`src/rtl/mux4_rr_arbiter.sv`:
```
// mux4_rr_arbiter: round-robin owner arbitration for the shared 4:1 mux.
// Macro MUX4_ARB_TIMEOUT_EN compiles in the HOLD_MAX grant limit.
//
// Ports:
//   clk     - rising-edge clock
//   rst     - asynchronous active-high reset
//   req     - request per mux input I[0..3]
//   done    - owner releases the grant at this edge
//   grant   - registered one-hot grant (or zero)
//   sel     - {S1,S2} select, index of the last granted requester
//   valid   - mux output currently owned
//   timeout - one-cycle pulse after a forced release
module mux4_rr_arbiter #(
    parameter int unsigned HOLD_MAX = 8
) (
    input  logic       clk,
    input  logic       rst,
    input  logic [3:0] req,
    input  logic       done,
    output logic [3:0] grant,
    output logic [1:0] sel,
    output logic       valid,
    output logic       timeout
);

    typedef enum logic {
        IDLE = 1'b0,
        BUSY = 1'b1
    } state_t;

    if (HOLD_MAX < 1 || HOLD_MAX > 255) begin : g_bad_hold
        $error("HOLD_MAX must be in 1..255");
    end

    state_t     state_q, state_d;
    logic [1:0] ptr_q, ptr_d;
    logic [3:0] grant_q, grant_d;
    logic [1:0] sel_q, sel_d;
    logic       valid_q, valid_d;

    logic       found;
    logic [1:0] pick;
    logic [1:0] idx;
    logic       owner_drop;
    logic       release_evt;

    // Scan ptr, ptr+1, ... ; the 2-bit add gives the mod-4 wrap.
    always_comb begin
        found = 1'b0;
        pick  = ptr_q;
        idx   = ptr_q;
        for (int i = 0; i < 4; i++) begin
            idx = ptr_q + 2'(i);
            if (!found && req[idx]) begin
                found = 1'b1;
                pick  = idx;
            end
        end
    end

    assign owner_drop = !req[sel_q];

`ifdef MUX4_ARB_TIMEOUT_EN
    localparam logic [7:0] LIMIT = 8'(HOLD_MAX - 1);

    logic [7:0] hold_q, hold_d;
    logic       timeout_q, timeout_d;
    logic       limit_hit;

    assign limit_hit   = (hold_q == LIMIT);
    assign release_evt = done || owner_drop || limit_hit;

    always_comb begin
        hold_d    = hold_q;
        timeout_d = 1'b0;
        if (state_q == IDLE) begin
            hold_d = 8'd0;
        end else begin
            if (hold_q != 8'hFF) begin
                hold_d = hold_q + 8'd1;
            end
            // Only a release caused solely by the limit counts as forced.
            timeout_d = limit_hit && !done && !owner_drop;
        end
    end

    always_ff @(posedge clk or posedge rst) begin
        if (rst) begin
            hold_q    <= 8'd0;
            timeout_q <= 1'b0;
        end else begin
            hold_q    <= hold_d;
            timeout_q <= timeout_d;
        end
    end

    assign timeout = timeout_q;
`else
    assign release_evt = done || owner_drop;
    assign timeout     = 1'b0;
`endif

    always_comb begin
        state_d = state_q;
        ptr_d   = ptr_q;
        grant_d = grant_q;
        sel_d   = sel_q;
        valid_d = valid_q;
        unique case (state_q)
            IDLE: begin
                if (found) begin
                    state_d = BUSY;
                    grant_d = 4'b0001 << pick;
                    sel_d   = pick;
                    valid_d = 1'b1;
                    ptr_d   = pick + 2'd1;
                end
            end
            BUSY: begin
                // sel is left alone so the mux input stays stable.
                if (release_evt) begin
                    state_d = IDLE;
                    grant_d = 4'b0000;
                    valid_d = 1'b0;
                end
            end
            default: state_d = IDLE;
        endcase
    end

    always_ff @(posedge clk or posedge rst) begin
        if (rst) begin
            state_q <= IDLE;
            ptr_q   <= 2'd0;
            grant_q <= 4'b0000;
            sel_q   <= 2'b00;
            valid_q <= 1'b0;
        end else begin
            state_q <= state_d;
            ptr_q   <= ptr_d;
            grant_q <= grant_d;
            sel_q   <= sel_d;
            valid_q <= valid_d;
        end
    end

    assign grant = grant_q;
    assign sel   = sel_q;
    assign valid = valid_q;

endmodule

```
`config.mk`:
```
export PLATFORM = sky130hd
export DESIGN_NAME = mux4_rr_arbiter
export DESIGN_NICKNAME = d
export VERILOG_FILES = /design/src/rtl/mux4_rr_arbiter.sv
export SDC_FILE = /design/constraint.sdc
export NUM_CORES = 1
export LEC_CHECK = 0
export CORE_AREA = 5 5 42 44
export CTS_BUF_LIST = sky130_fd_sc_hd__clkbuf_8
export CTS_CLUSTER_DIAMETER = 50
export DETAILED_ROUTE_END_ITERATION = 12
export DIE_AREA = 0 0 47 49
export HOLD_SLACK_MARGIN = 0.03
export PLACE_DENSITY = 0.89
export SLEW_MARGIN = 20
export SYNTH_ARGS = -nofsm -noshare
export SYNTH_HDL_FRONTEND = slang
export SYNTH_SLANG_ARGS = --single-unit
```
`constraint.sdc`:
```
create_clock -name clk -period 5 [get_ports clk]
set_input_delay 0.75 -clock clk [delete_from_list [all_inputs] [get_ports clk]]
set_output_delay 0.75 -clock clk [all_outputs]
set_load 0.02 [all_outputs]
```
Word-level counts from Yosys, hierarchy flattened
Index checks and enable logic that the tools add are counted.

Mux-type cells: 26. Bitwise operators: 1. Reduce and logical (&&, ||, !) cells: 10. Equality and inequality tests: 2. Shift-type cells: 1. Add/subtract/negate cells: 4. Magnitude comparators: 5.

Operators by type and width (count): less-than comparator 2 x 3 -> 1 bit (second input constant) (5); two-way mux 1 bit (13); binary-select mux 1 bit (select 2 bit) (5); two-way mux 4 bit (2); one-hot mux 4 bit (2 select lines) (1); two-way mux 2 bit (3); adder 2 x 1 -> 2 bit (second input constant) (2); adder 2 bit (second input constant) (2); logical NOT 1 bit (4); one-hot mux 1 bit (2 select lines) (2); AND reduction 2 bit (2); << shifter 1 x 2 -> 4 bit (first input constant) (1); logical AND 1 bit (3); != test 2 x 1 -> 1 bit (second input constant) (1); != test 2 bit (second input constant) (1); logical OR 1 bit (1); inverter 1 bit (1).

Register bits after elaboration: 10. Logic and storage cells: 54.

Longest topological paths before layout
Depth after elaboration: 15. Mapped depth: 7. Depth with buffers taken out: 7.

Worst setup path before layout
Ideal clock, no wire load.

Path kind: input port to flip-flop. Start: in req[0]. End: reg grant_q[0] (netlist: grant[0]). Arrival: 2.007 ns. Stages: 7. Path slack: 2.864 ns. Data required time: 4.871 ns. Library setup time: 0.129 ns. Cell sequence: nor2b_1 or4_4 and2_1 ha_1 nor2b_1 mux2i_1 o21ai_0.

Word-level cells in the longest chain between the ends: 15. Elaborated cells on any way between the ends: 31. Those cells by class: eq/ne (2); shift (1); mux (19); reduce/logical (9).

Ends and longest elaborated chain: start: declaration (RTL line 18) `input logic [3:0] req,`; binary-select mux 1 bit (select 2 bit) (RTL line 54) `if (!found && req[idx]) begin`; two-way mux 1 bit (implied by the code) (RTL line 54); two-way mux 1 bit (RTL line 54); logical NOT 1 bit (RTL line 54); logical AND 1 bit (RTL line 54); two-way mux 1 bit (RTL line 54); logical NOT 1 bit (RTL line 54); logical AND 1 bit (RTL line 54); two-way mux 1 bit (RTL line 54); logical NOT 1 bit (RTL line 54); logical AND 1 bit (RTL line 54); two-way mux 2 bit (RTL line 54); << shifter 1 x 2 -> 4 bit (RTL line 113) `grant_d = 4'b0001 << pick;`; two-way mux 4 bit (RTL line 111) `if (found) begin`; one-hot mux 4 bit (2 select lines) (RTL line 109) `unique case (state_q)`; end signal: assignment (RTL line 141) `grant_q <= grant_d;`; end: declaration (RTL line 37) `logic [3:0] grant_q, grant_d;`.

Several ways; a longest one is shown, not always the timed one. The select of a mux whose other input is x is not followed. A chain may end at the register's enable or synchronous reset.

Worst setup path in the final report
Start: in req[3]. End: reg ptr_q[1].

Word-level cells in the longest chain between the ends: 13. Elaborated cells on any way between the ends: 23. Those cells by class: add/sub (1); mux (15); reduce/logical (7).

Ends and longest elaborated chain: binary-select mux 1 bit (select 2 bit) (RTL line 54); two-way mux 1 bit (implied by the code) (RTL line 54); two-way mux 1 bit (RTL line 54); logical NOT 1 bit (RTL line 54); logical AND 1 bit (RTL line 54); two-way mux 1 bit (RTL line 54); logical NOT 1 bit (RTL line 54); logical AND 1 bit (RTL line 54); two-way mux 1 bit (RTL line 54); logical NOT 1 bit (RTL line 54); logical AND 1 bit (RTL line 54); two-way mux 2 bit * (RTL line 54); named net pick[0] (RTL line 42) `logic [1:0] pick;`; adder 2 x 1 -> 2 bit * (RTL line 116) `ptr_d = pick + 2'd1;`; end signal: assignment (RTL line 140) `ptr_q <= ptr_d;`; end: declaration (RTL line 36) `logic [1:0] ptr_q, ptr_d;`.

The timed path passes the listed nets; every way through them passes the cells marked *. The select of a mux whose other input is x is not followed.

==> results.cfg <==
[status]
outcome = finished, final reports clean

[grt]
grt_start_max_net_pins = 15
grt_pass1_vias = 525
grt_antenna_before_repair = 0
grt_use_total_pct = 13.2
grt_overflow_total = 0
grt_pass1_wl_um = 2170

[clock_network]
cts.sinks = 10
cts_hold_buf = 0
clock_latency_ns = 0.24
clk_path_buf_depth = 2
clkTransAtPathRegs_ns = 0.05
postCtsSetupRepairBufs = 0
cts_resized = 0
root_buffer = clkbuf_8
cts_tree = yes
cts_buffers = 3
htree_levels = 1

[synth]
synthCells = 68
synth_seq_cells = 10
synthTopCellsByArea = dfrtp_1, nor2b_1, ha_1
ys.flop_type = dfrtp_1
yosysWarnings = 0
synthTopCellsByCount = dfrtp_1, nor2b_1, nand2_1, o21ai_0
yosysMostFrequentCell = dfrtp_1
synth_top_area_cell = dfrtp_1
ys_seq_area_share_pct = 37.1
synth_enable_flop_cells = 0
synth.cell_area_sq_um = 674
syn_nets = 79
avgSynthCellArea_sq_um = 9.92
yosysUniqueCellTypes = 32
yosysTopAreaCellShare_pct = 37.1
ys_async_sr_fraction_pct = 100

[floorplanning]
initial_utilization_pct = 48.1
dieWidth_um = 47
die_y_um = 49
rows = 14
ios = 15
core_area_sq_mm = 0.00140
die_area_sq_mm = 0.00230

[sta]
min_period_over_period_pct = 51.1
slew_violations = 0
max_freq_mhz = 391
setup_viol = 0
rsz0062_at_grt = no
finalSetupTns_ns = 0
hold_viol = 0
fin_crit_ns = 2.56
skew_ns = 0.000375

[finish]
drive_gt1_share_pct = 10.8
nets = 95
fill_cells = 120
num_antenna_cells = 0
syn_to_final_growth_pct = 28.8

[pwr]
internal_power_mw = 0.308
p_clk_share_pct = 20.9
power_switching_mw = 0.189
pwr-share-seq_pct = 33.1
ir_drop_mv = 0.245
p_sw_share_pct = 38.1
leakagePower_nw = 0.362
p_comb_share_pct = 46.0
power_mw = 0.497
cellPowerDensity_mw_per_mm2 = 573

[min_path]
worst_hold_path_type = reg -> reg
worstHoldPathCells = 2
worstHoldStart = grant[3]$_DFFE_PP0P_
min_to = grant[3]$_DFFE_PP0P_

[place]
portBuffers = 13
dp_hpwl_um = 954
place.gp.congestion = 0.815

[critical_path]
cp_num_buf_inv = 1
cpPeakStageDelay_ns = 0.62
cp_top_family = buffers and inverters
crit_required_ns = 5.12
crit_arrival_ns = 2.68
cp-end-kind = flop
worst-setup-path-type = in -> reg
reg2reg_to = grant[1]$_DFFE_PP0P_
r2r_slack_ns = 3.20
cp_max_fo = 8
start_kind = primary input
path_cells = clkdlybuf4s50_1 -> and2b_1 -> o21ai_0 -> and3_1 -> ha_1 -> mux2_2
ff2ff_path_depth = 7
slowest_stage = clkdlybuf4s50_1
rr_startpoint = ptr_q[1]$_DFFE_PP0P_

[detailed_routing]
drt_iter0_markers = 8
drt-pass1-iter-count = 4
vias = 541
postRouteAntennaNets = 0
wl_um = 1250
via_per_inst = 5.46
drc = 0
route.detailed.wl_per_inst_um = 12.6

[job]
max_cap_viol_count = 0
## cell usage in the layout (no fill, tap or decap), types with 2 or more instances in the layout
cell type / count
clkbuf_8: 4
clkdlybuf4s50_1: 13
o21bai_1: 2
mux2i_1: 4
nor2b_1: 9
dfrtp_1: 10
o21ai_0: 5
inv_1: 2
a21oi_1: 4
nand2_1: 5
ha_1: 4
## state kept, by name, summed over array words and instances (netlist names)
name	flops
valid	1
ptr_q	2
grant	4
sel	2
state_q	1
## worst register-to-register path: stages, from the launching register on
cell and delay (ns):
dfrtp_1 0.41, and3b_1 0.19, or4_4 0.42, and2_1 0.17, ha_1 0.17, nor2b_1 0.12, mux2i_1 0.12, o21ai_0 0.09
## worst max path at each step
| stage | cells after the start | to | slack (ns) | start |
|---|---|---|---|---|
| 6_report | 6 | ptr_q[1]$_DFFE_PP0P_ | 2.44 | req[3] |
| 3_5_place_dp | 6 | ptr_q[1]$_DFFE_PP0P_ | 2.19 | req[3] |
| 4_1_cts | 6 | ptr_q[1]$_DFFE_PP0P_ | 2.44 | req[3] |
| 3_3_place_gp | 8 | grant[0]$_DFFE_PP0P_ | 2.21 | req[0] |
| 2_1_floorplan | 7 | grant[0]$_DFFE_PP0P_ | 2.86 | req[0] |
| 5_1_grt | 8 | grant[1]$_DFFE_PP0P_ | 2.28 | req[3] |
## routing by layer
metal	part of all wire [%]	wire length, um	vias up	global-route usage (%)
met2	44	553	15	19.7
met4	4.6	57	0	12.4
li1	-	-	278	-
met3	5.4	68	5	1.11
met1	46	572	243	15.6
met5	0	0	-	0
## area by class of cell
| type | count | area [sq um] | area share, % |
|---|---|---|---|
| clock buffers | 4 | 55.1 | 6.34 |
| inverters | 2 | 7.51 | 0.865 |
| multi-input cells | 54 | 405 | 46.7 |
| flip-flops and latches | 10 | 250 | 28.8 |
| well taps | 16 | 20.0 | 2.31 |
| repair buffers | 13 | 130 | 15.0 |
## power groups by stage
stage	Combinational (mW)	Clock, mW	Sequential [mW]
after detailed placement	0.231	0	0.166
after floorplan	0.130	0	0.182
after CTS	0.232	0.106	0.165
after global placement	0.229	0	0.164
final	0.229	0.104	0.164
after global routing	0.255	0.110	0.172
## metrics by stage
step                instance area [sq um]  instances  util, %  worst slack [ns]  hold WS, ns
finish                                868         99     62.0              2.44        0.541
detailed placement                    813         95     58.0              2.19        0.534
global placement                      813         95     58.0              2.21        0.521
floorplan                             674         68        -              2.86        0.545
global route                          868         99     62.0              2.28        0.556
CTS                                   868         99     62.0              2.44        0.545
## kinds of logic (layout without fill, tap and decap cells)
family	count (synthesis)	in the layout	share of synthesized area (%)
compound gates	17	17	16.0
fa+ha+maj	4	4	7.42
buf+inv	4	19	2.78
flops	10	10	37.1
mux	6	6	10.9
other cells	1	1	0.556
simple gates	26	26	25.2
Note: power is estimated with default switching activity, not from simulation.
